[src/rtl/tick_pkg.sv]
// tick_pkg: shared timebase constants and divisor packing helper for tick_cascade.
package tick_pkg;
  localparam int CLK_HZ = 12_000_000;
  localparam logic [15:0] DIV0_DEF = 16'd15;
  localparam logic [15:0] DIV1_DEF = 16'd6667;
  localparam logic [15:0] DIV2_DEF = 16'd120;
  function automatic logic [47:0] pack_div3(input logic [15:0] d0, input logic [15:0] d1,
                                            input logic [15:0] d2);
    return {d2, d1, d0};
  endfunction
  localparam logic [47:0] DIV_INIT_DEF = pack_div3(DIV0_DEF, DIV1_DEF, DIV2_DEF);
endpackage

[src/rtl/tick_stage.sv]
// tick_stage: one prescaler stage with shadowed divisor applied at wrap or clear.
module tick_stage
  import tick_pkg::*;
#(
  parameter int CNT_W = 16,
  parameter logic [CNT_W-1:0] INIT = '1
) (
  input  logic             i_clk,
  input  logic             i_reset,
  input  logic             i_adv,
  input  logic             i_clear,
  input  logic             i_wr,
  input  logic [CNT_W-1:0] i_data,
  output logic             o_term,
  output logic             o_tick,
  output logic [CNT_W-1:0] o_count
);
  logic [CNT_W-1:0] r_cnt, r_div, r_shadow;
  logic             r_pend, r_tick;
  logic             w_apply;
  assign o_term  = i_adv & (r_cnt == r_div - CNT_W'(1));
  // a same-cycle write lands in the shadow only; the older shadow is what gets applied
  assign w_apply = r_pend & (o_term | i_clear);
  assign o_tick  = r_tick;
  assign o_count = r_cnt;
  always_ff @(posedge i_clk or posedge i_reset) begin
    if (i_reset) begin
      r_cnt    <= '0;
      r_div    <= INIT;
      r_shadow <= '0;
      r_pend   <= 1'b0;
      r_tick   <= 1'b0;
    end else begin
      r_cnt    <= (i_clear | o_term) ? '0 : i_adv ? r_cnt + CNT_W'(1) : r_cnt;
      r_div    <= w_apply ? r_shadow : r_div;
      r_shadow <= i_wr ? i_data : r_shadow;
      r_pend   <= i_wr | (r_pend & ~w_apply);
      r_tick   <= o_term;
    end
  end
endmodule

[src/rtl/tick_cascade.sv]
// tick_cascade: chained prescaler stages producing aligned single-cycle tick strobes.
module tick_cascade
  import tick_pkg::*;
#(
  parameter int STAGES = 3,
  parameter int CNT_W = 16,
  parameter logic [STAGES*CNT_W-1:0] DIV_INIT = DIV_INIT_DEF,
  parameter int SEL_W = 3
) (
  input  logic                    i_clk,
  input  logic                    i_reset,
  input  logic                    i_enable,
  input  logic                    i_clear,
  input  logic                    i_div_wr,
  input  logic [SEL_W-1:0]        i_div_sel,
  input  logic [CNT_W-1:0]        i_div_data,
  output logic [STAGES-1:0]       o_tick,
  output logic [STAGES*CNT_W-1:0] o_count,
  output logic                    o_div_err
);
  logic [STAGES-1:0] w_adv, w_term;
  logic              w_bad, r_err;
  assign w_bad     = i_div_wr & ((i_div_data == '0) | (32'(i_div_sel) >= STAGES));
  assign o_div_err = r_err;
  always_ff @(posedge i_clk or posedge i_reset) begin
    if (i_reset) r_err <= 1'b0;
    else r_err <= w_bad;
  end
  // stages advance on the previous stage's combinational term so coincident ticks stay aligned
  for (genvar g = 0; g < STAGES; g++) begin : g_stage
    if (g == 0) begin : g_first
      assign w_adv[g] = i_enable & ~i_clear;
    end else begin : g_chain
      assign w_adv[g] = w_term[g-1];
    end
    tick_stage #(
      .CNT_W(CNT_W),
      .INIT (DIV_INIT[g*CNT_W +: CNT_W])
    ) u_stage (
      .i_clk  (i_clk),
      .i_reset(i_reset),
      .i_adv  (w_adv[g]),
      .i_clear(i_clear),
      .i_wr   (i_div_wr & ~w_bad & (i_div_sel == SEL_W'(g))),
      .i_data (i_div_data),
      .o_term (w_term[g]),
      .o_tick (o_tick[g]),
      .o_count(o_count[g*CNT_W +: CNT_W])
    );
  end
endmodule

[config.mk]
export PLATFORM = sky130hd
export DESIGN_NAME = tick_cascade
export DESIGN_NICKNAME = d
export VERILOG_FILES = /design/src/rtl/tick_pkg.sv /design/src/rtl/tick_stage.sv /design/src/rtl/tick_cascade.sv
export SDC_FILE = /design/constraint.sdc
export NUM_CORES = 1
export LEC_CHECK = 0
export BUFFER_PORTS_ARGS = -buffer_cell sky130_fd_sc_hd__buf_2
export CAP_MARGIN = 40
export CORE_UTILIZATION = 50
export CTS_BUF_LIST = sky130_fd_sc_hd__clkbuf_8
export DETAILED_ROUTE_END_ITERATION = 8
export GPL_TIMING_DRIVEN = 0
export PLACE_DENSITY_LB_ADDON = 0.2
export SLEW_MARGIN = 40
export SYNTH_ARGS = -nofsm -noshare
export SYNTH_HDL_FRONTEND = slang
export SYNTH_SLANG_ARGS = --single-unit
[constraint.sdc]
create_clock -name i_clk -period 8.7 [get_ports i_clk]
set_clock_uncertainty 0.1 [all_clocks]
set_input_delay 1.74 -clock i_clk [delete_from_list [all_inputs] [get_ports i_clk]]
set_output_delay 1.74 -clock i_clk [all_outputs]
set_load 0.01 [all_outputs]
# After elaboration in Yosys (flattened, before gate mapping)
# Index checks and enable logic that the tools add are counted.
# word_totals
output_inout_bits,52
input_bits,24
ff_bits,151
# op_classes
magnitude_cmp,1
n_addsub,6
n_bitwise,27
n_mux,6
reduce_logical,5
n_eq_ne,5
# op_table
op,n
16-bit two-way mux,6
"16-bit by 1-bit adder with 16-bit output, second input constant",3
16-bit equality test,3
"16-bit by 1-bit subtractor with 16-bit output, second input constant",3
16-bit logical NOT,1
1-bit AND,15
1-bit OR,7
2-bit nonzero test,3
1-bit NOT,5
"3-bit by 1-bit equality test with 1-bit output, second input constant",1
"3-bit by 2-bit equality test with 1-bit output, second input constant",1
"3-bit by 2-bit greater-or-equal comparator with 1-bit output, second input constant",1
3-bit logical NOT,1

# Logic depth before layout (Yosys ltp)
# Gate-level depths: netlist of run 1.
# logic_depth
word_depth,10
ltp_mapped,13
depth_no_buf,10

# Hierarchy
# From an unflattened synthesis of run 1, not the netlist that was laid out.
# hier_totals
cells_unflattened,1116
hier_area_um2,10141.0
# modules_own_cells
module,area_each_um2,n_inst,cells_per_inst
tick_stage at g_stage[0].u_stage ...,3334.4,2,367
tick_stage at g_stage[1].u_stage,3337.0,1,367
tick_cascade,135.1,1,15

# Least setup slack after synthesis of run 1
# Ideal clock, no wire load.
# synth_timing
path_type,input-to-reg
from,in i_enable
to,reg g_stage[2].u_stage.r_div[15]
arrival_ns,3.816
setup_slack_ns,4.634
path_stages,11
setup_time_ns,0.150
path_cell_list,clkbuf_1 -> and4_1 -> nand4b_1 -> nor4_1 -> nand4bb_1 -> or3_1 -> buf_2 -> buf_2 -> buf_2 -> a31oi_1 -> o311ai_0
# synth_via
elab_chain_len,6
# synth_lines
item,line_no,rtl
"start, declared",tick_cascade.sv:12,"input logic i_enable,"
1-bit AND,tick_cascade.sv:32,assign w_adv[g] = i_enable & ~i_clear;
1-bit AND (3 in series),tick_stage.sv:21,assign o_term = i_adv & (r_cnt == r_div - CNT_W'(1));
1-bit OR,tick_stage.sv:23,assign w_apply = r_pend & (o_term | i_clear);
1-bit AND,tick_stage.sv:23,
"end signal, assigned",tick_stage.sv:35,r_div <= w_apply ? r_shadow : r_div;
"end, declared",tick_stage.sv:18,"logic [CNT_W-1:0] r_cnt, r_div, r_shadow;"
# No other way between the ends.
# A chain may end at the register's enable or synchronous reset.

# Worst setup path after layout of run 1
# layout_timing
from,in i_clear
to,reg g_stage[2].u_stage.r_div[2]
# layout_via
elab_chain_len,7
# layout_lines
item,line_no,rtl
"start, declared",tick_cascade.sv:13,"input logic i_clear,"
1-bit NOT,tick_cascade.sv:32,
1-bit AND,tick_cascade.sv:32,
1-bit AND (3 in series),tick_stage.sv:21,
1-bit OR (*),tick_stage.sv:23,
1-bit AND (*),tick_stage.sv:23,
# Every way passes the cells marked *; elsewhere a longest branch is shown, timed or not.

==> key figures, run 1 <==
Logic synthesis
  – Dominant cells by area after synthesis: dfrtp_1 40%, mux2_2 10%, xnor2_1 5.1%, dfstp_2 4.3%, xor2_1 4.2%
  – Ys async rst share: 1.00
  – Count of different cell masters after synthesis: 66
  – Syn Inst Count: 858
  – Post-Syn Area: approximately 8600 um^2
  – Seq/Total Area, Yosys: 0.439
  – Synth area leader: dfrtp_1
  – Ys Warns: 0
  – Synth top area share: 0.397
  – Ys flop type: dfrtp_1
  – Number of flops mapped to enable cells by yosys: 0
  – Syn_area_per_cell: 10.1 um^2
  – Seq cells post-synth: 151
  – Post-synth net total: 888

Global route
  – GR Util met2: 0.412
  – Grt total ovfl: 0
  – Vias in the first global route: 6,761
  – Most used routing layer: met2
  – Total track usage: 0.259
  – First-pass GRT wire length: 35,900 um
  – Met3 usage: 0.0361
  – Initial antenna violation count: 0
  – Largest net degree at the start of global routing: 75
  – Met1 Track Usage GR: 0.365

Floorplan
  – Initial Util: 0.516
  – Die area: 17,800 um^2
  – Die H: 133 um
  – Die X: 133 um
  – Core area: 16,800 um^2
  – I/O pin total: 76
  – Row count: 47

Clock network
  – CTS max path bufs: 2
  – H-tree levels: 4
  – Setup bufs post-CTS: 0
  – Post-CTS resize count: 0
  – CTS tree: yes
  – Num Clock Sinks: 151
  – CTS Root Cell: clkbuf_8
  – Num CTS Buffers: 17
  – Cts hold-fix bufs: 0
  – Reg clk slew, reported paths: 90 ps
  – Insertion delay to the later sink of the worst-skew pair: 470 ps

Power and ir drop
  – P_leak: roughly 0.0041 uW
  – Pwr per Cell Area: 212 nW/um^2
  – Peak supply drop: 0.133 mV
  – Total power: 2080 uW

Timing
  – FMAX: 217 MHz
  – Slew Limit Fails: 0
  – RSZ-0062 raised after global routing: no
  – Final worst path period share: 0.531
  – Final setup fails: 0
  – Slew HR: 0.505
  – Final hold slack: slightly above 400 ps
  – Setup TNS: 0 ps
  – Final Hold Fails: 0
  – Crit path time final: 4620 ps
  – Worst-margin pin slew: 742 ps
  – Final worst slack: 4080 ps

Placement
  – Port bufs: 73
  – RD Place Congestion: 0.903
  – Post-place setup slack: 3610 ps
  – Inst Count DP: 1,153
  – DP HPWL: 16,200 um

Cells and area
  – Most common cell after layout, fill and taps aside: dfrtp_1
  – Most frequent cells in the layout: 137 x dfrtp_1, 86 x buf_2, 80 x mux2_2
  – Final #Nets: 982
  – ANT cells: 0
  – Share of layout cells above drive strength 1: 0.248
  – Fillers: 1,521
  – Syn-to-layout area delta: 13.1%
  – Final cell count without fillers: 1,185

Critical path
  – FF-to-FF path depth: 13
  – Worst Setup SP: i_clear
  – Reg2reg setup slack: 4680 ps
  – RR Endpoint: g_stage[2].u_stage.r_div[2]
  – Critical path capture point: g_stage[2].u_stage.r_div[2]
  – Worst r2r src: g_stage[0].u_stage.r_div[0]
  – Crit path required time: 8930 ps
  – CP Launch Type: input pin
  – CP Max Fanout: 10
  – Critical path endpoint category: flip-flop
  – Worst Path Arrival: 4850 ps
  – Setup CP Type: input pin to flip-flop

Job
  – Max cap viols: 0

Detailed routing
  – Drt drc: 0
  – Detailed Route WL: roughly 22,000 um
  – 1st-iter DRT viols: 576
  – Vias post-DR: 7,104
  – Post-route ant nets: 0
  – Drt first pass iters: 5
  – Detailed-route vias per instance: around 6.0
  – DR WL/cell: 18.4 um

Run status
  – Status: finished, final reports clean

Hold path
  – HP Class: flip-flop to flip-flop
-- registers in the layout, summed over array words and instances, names as in the netlist --
signal and flops:
g_stage.u_stage.r_pend 3, g_stage.u_stage.r_div 48, g_stage.u_stage.o_count 48, g_stage.u_stage.r_shadow 48, o_div_err 1, g_stage.u_stage.o_tick 3
-- cell type report --
type,instances,area (um^2),area share
Multi-Input combinational cell,618,4490,0.460
Sequential cell,151,3800,0.388
Timing Repair Buffer,75,420,0.0430
Tap cell,220,275,0.0282
Buffer,54,241,0.0247
Clock buffer,17,234,0.0239
Clock inverter,15,178,0.0182
Inverter,35,139,0.0142
-- layer usage --
| layer | vias to the layer above | routed length (um) | share of wire |
|---|---|---|---|
| li1 | 3356 | - | - |
| met1 | 3506 | 10100 | 0.46 |
| met2 | 212 | 10400 | 0.47 |
| met3 | 30 | 921 | 0.042 |
| met4 | 0 | 401 | 0.018 |
| met5 | - | 0 | 0 |
-- how the worst min path moves through the flow --
stage | from | endpoint | slack, ps | depth (start not counted)
6_report | g_stage[0].u_stage.r_shadow[8] | g_stage[0].u_stage.r_div[8] | 400 | 1
5_1_grt | g_stage[1].u_stage.r_shadow[15] | g_stage[1].u_stage.r_shadow[15] | 420 | 1
4_1_cts | g_stage[0].u_stage.r_shadow[8] | g_stage[0].u_stage.r_div[8] | 410 | 1
3_5_place_dp | g_stage[0].u_stage.r_shadow[10] | g_stage[0].u_stage.r_div[10] | 390 | 1
3_3_place_gp | g_stage[0].u_stage.r_shadow[9] | g_stage[0].u_stage.r_div[9] | 380 | 1
2_1_floorplan | g_stage[1].u_stage.r_shadow[10] | g_stage[1].u_stage.r_div[10] | 370 | 1
-- critical path, stage by stage --
cell       delay (ps)
clkbuf_1          160
clkinv_1          260
and4_1            280
nand4b_1          110
nor4_1            500
nand4bb_1         310
buf_2             280
nor3_1            300
buf_2             320
buf_2             290
nand4_1           120
o311ai_0          150
-- stage by stage --
stage               utilization  area (um^2)
finish                    0.583         9780
global route              0.583         9780
CTS                       0.583         9760
detailed placement        0.558         9350
global placement          0.554         9280
floorplan                     -         8640
-- cell usage after synthesis, drive strengths merged, types with 6 or more instances --
cell type	number
nand3	43
nor2	68
or4	13
mux2	80
o21ai	29
nand4	35
xor2	42
and3	10
a31oi	21
inv	34
o311ai	20
nand2	31
nor3	23
nor4	25
dfstp	14
xnor2	50
nand2b	6
buf	23
a21oi	16
o31ai	8
clkbuf	31
mux2i	8
dfrtp	137
or3	9
nor2b	6
ha	6
-- cell families after synthesis --
logic type	Yosys count	synth area share
AO/OA/AOI/OAI	136	0.109
XOR/XNOR	92	0.0941
adder cells (fa/ha/maj)	6	0.00869
buffers and inverters	89	0.0431
flip-flops	151	0.439
multiplexers	88	0.113
AND/OR/NAND/NOR	296	0.192
-- where the power goes --
group / internal (uW) / leakage (uW) / total, uW / switching (uW)
Combinational: 266 / 0.00200 / 537 / 271
Sequential: 835 / 0.00187 / 972 / 138
Clock: 286 / 0.000206 / 567 / 282
Power figures use the tool's default switching activity.
==> run 2: changes to the inputs <==
Clock period 8.7 ns to 4.19 ns, I/O delays scaled along.
==> run 2 against run 1 <==
First-iteration DRC count shrank 2.4%. Global-route usage grew 0.41 points. Non-clock buffer count rose by 6. Largest cell class unchanged. Cell area is 2.3% higher. Highest routed layer unchanged. Combinational power rose by 110%. Sequential share of layout area decreased by 0.86 points. Core utilization up 1.3 points. Critical endpoint unchanged.
==> key figures, run 2 (synthesized netlist as in run 1, its figures left out) <==
Timing
  – Slew HR: 0.488 (-0.0175)
  – Slew Limit Fails: 0 (unchanged)
  – Final worst path period share: 0.945
  – RSZ-0062 raised after global routing: no
  – Crit path time final: 3960 ps
  – Final Hold Fails: 0 (unchanged)
  – FMAX: roughly 250 MHz
  – Setup TNS: 0 ps (unchanged)
  – Final setup fails: 0 (unchanged)
  – Worst-margin pin slew: 769 ps (+26.3 ps)

Cells and area
  – Most common cell after layout, fill and taps aside: dfrtp_1
  – Syn-to-layout area delta: 15.7%
  – Most frequent cells in the layout: 137 x dfrtp_1, 85 x buf_2, 80 x mux2_2
  – Final #Nets: 988 (+0.61%)
  – ANT cells: 0 (unchanged)
  – Share of layout cells above drive strength 1: 0.253 (+0.00568)
  – Final core occ: 0.596 (+0.0131)
  – Final instance area: 10000 um^2 (+2.3%)

Floorplan
  – Initial Util: 0.516 (unchanged)
  – Row count: 47 (unchanged)
  – Die X: 133 um (unchanged)
  – Core area: 16,800 um^2 (unchanged)
  – Die H: 133 um (unchanged)
  – Die area: 17,800 um^2 (unchanged)
  – I/O pin total: 76 (unchanged)

Clock network
  – CTS Root Cell: clkbuf_8
  – Num CTS Buffers: 17 (unchanged)
  – Cts hold-fix bufs: 0 (unchanged)
  – Reg clk slew, reported paths: 90 ps (about the same)
  – CTS tree: yes
  – H-tree levels: 4 (unchanged)
  – Setup bufs post-CTS: 0 (unchanged)
  – CTS max path bufs: 2 (unchanged)
  – Insertion delay to the later sink of the worst-skew pair: 470 ps (about the same)
  – Post-CTS resize count: 0 (unchanged)
  – Num Clock Sinks: 151 (unchanged)

Critical path
  – CP Max Fanout: 10 (unchanged)
  – Worst Path Arrival: 4150 ps (-700 ps)
  – CP Launch Type: flip-flop
  – Setup CP Type: flip-flop to flip-flop
  – Crit path required time: 4390 ps (-4540 ps)
  – Critical path endpoint category: flip-flop

Power and ir drop
  – Peak supply drop: 0.223 mV (+67%)
  – Pwr per Cell Area: 443 nW/um^2 (+110%)
  – P_leak: 0.00417 uW (+2.5%)

Placement
  – Port bufs: 73 (unchanged)
  – RD Place Congestion: 0.913 (+1.1%)
  – DP HPWL: 16,400 um (+1.8%)
  – Placed cell area: 9510 um^2 (+1.7%)

Job
  – Max cap viols: 0 (unchanged)

Global route
  – Vias in the first global route: 6,803 (+0.62%)
  – First-pass GRT wire length: 36,500 um (+1.6%)
  – Initial antenna violation count: 0 (unchanged)
  – Largest net degree at the start of global routing: 26 (-65%)
  – Grt total ovfl: 0 (unchanged)
  – Total track usage: 0.263 (+0.00413)

Detailed routing
  – Vias post-DR: 7,143 (+0.55%)
  – Detailed-route vias per instance: 6.00 (about the same)
  – Drt first pass iters: 5 (unchanged)
  – DR WL/cell: 18.6 um (+0.88%)
  – Drt drc: 0 (unchanged)
  – 1st-iter DRT viols: 562 (-2.4%)
  – Detailed Route WL: 22,100 um (+1.4%)
  – Post-route ant nets: 0 (unchanged)

Run status
  – Status: finished, final reports clean

Hold path
  – HP Class: input pin to asynchronous set/reset pin
==> run 2: layout make-up <==
cell class | count | area, um^2
fill | 1494 | 6760
multi-input combinational | 618 | 4520
sequential | 151 | 3800
timing repair buffer | 81 | 586
tap | 220 | 275
clock buffer | 19 | 262
buffer | 54 | 244
clock inverter | 13 | 180
inverter | 35 | 135
==> run 2: final timing paths <==
check | startpoint | endpoint | slack, ps | cells after the start
min reg2reg | g_stage[1].u_stage.r_shadow[2] | g_stage[1].u_stage.r_div[2] | 410 | 1
min | i_reset | g_stage[0].u_stage.r_shadow[2] | 240 | 2
max | g_stage[1].u_stage.r_div[0] | g_stage[2].u_stage.r_div[2] | 230 | 13
min in group i_clk | g_stage[1].u_stage.r_shadow[2] | g_stage[1].u_stage.r_div[2] | 410 | 1
max reg2reg | g_stage[1].u_stage.r_div[0] | g_stage[2].u_stage.r_div[2] | 230 | 13
max in group asynchronous | i_reset | g_stage[1].u_stage.r_div[0] | 2730 | 6
==> run 2: where the power goes <==
group | leakage (uW) | total, uW | switching [uW] | internal [uW]
registers | 0.00187 | 2030 | 293 | 1730
logic | 0.00207 | 1150 | 579 | 576
clock network | 0.000234 | 1250 | 568 | 680
total | 0.00417 | 4430 | 1440 | 2990
==> run 2: worst max-delay path, cell delays in order (launching register included) <==
cell and delay, ps:
dfstp_2 620, inv_1 60, ha_1 270, nor3b_4 210, and3_1 200, o21a_1 200, or4_1 500, nand4bb_1 300
or3_1 400, buf_2 180, buf_2 200, buf_2 210, a31oi_1 170, o311ai_0 160
==> run 2: metal layers <==
| layer | share of wire | vias to the layer above | global-route usage |
|---|---|---|---|
| met5 | 0 | - | 0 |
| met4 | 0.022 | 0 | 0.0953 |
| met3 | 0.045 | 35 | 0.0430 |
| met2 | 0.48 | 213 | 0.416 |
| met1 | 0.46 | 3529 | 0.367 |
| li1 | - | 3366 | - |
==> run 2: stage by stage <==
step	setup slack [ps]	hold slack (ps)	total power, uW	cells
CTS	143	223	4420	1191
global route	14.4	252	4670	1191
global placement	-33.8	381	3100	1151
finish	231	243	4430	1191
floorplan	739	375	2850	858
detailed placement	11.4	390	3170	1159
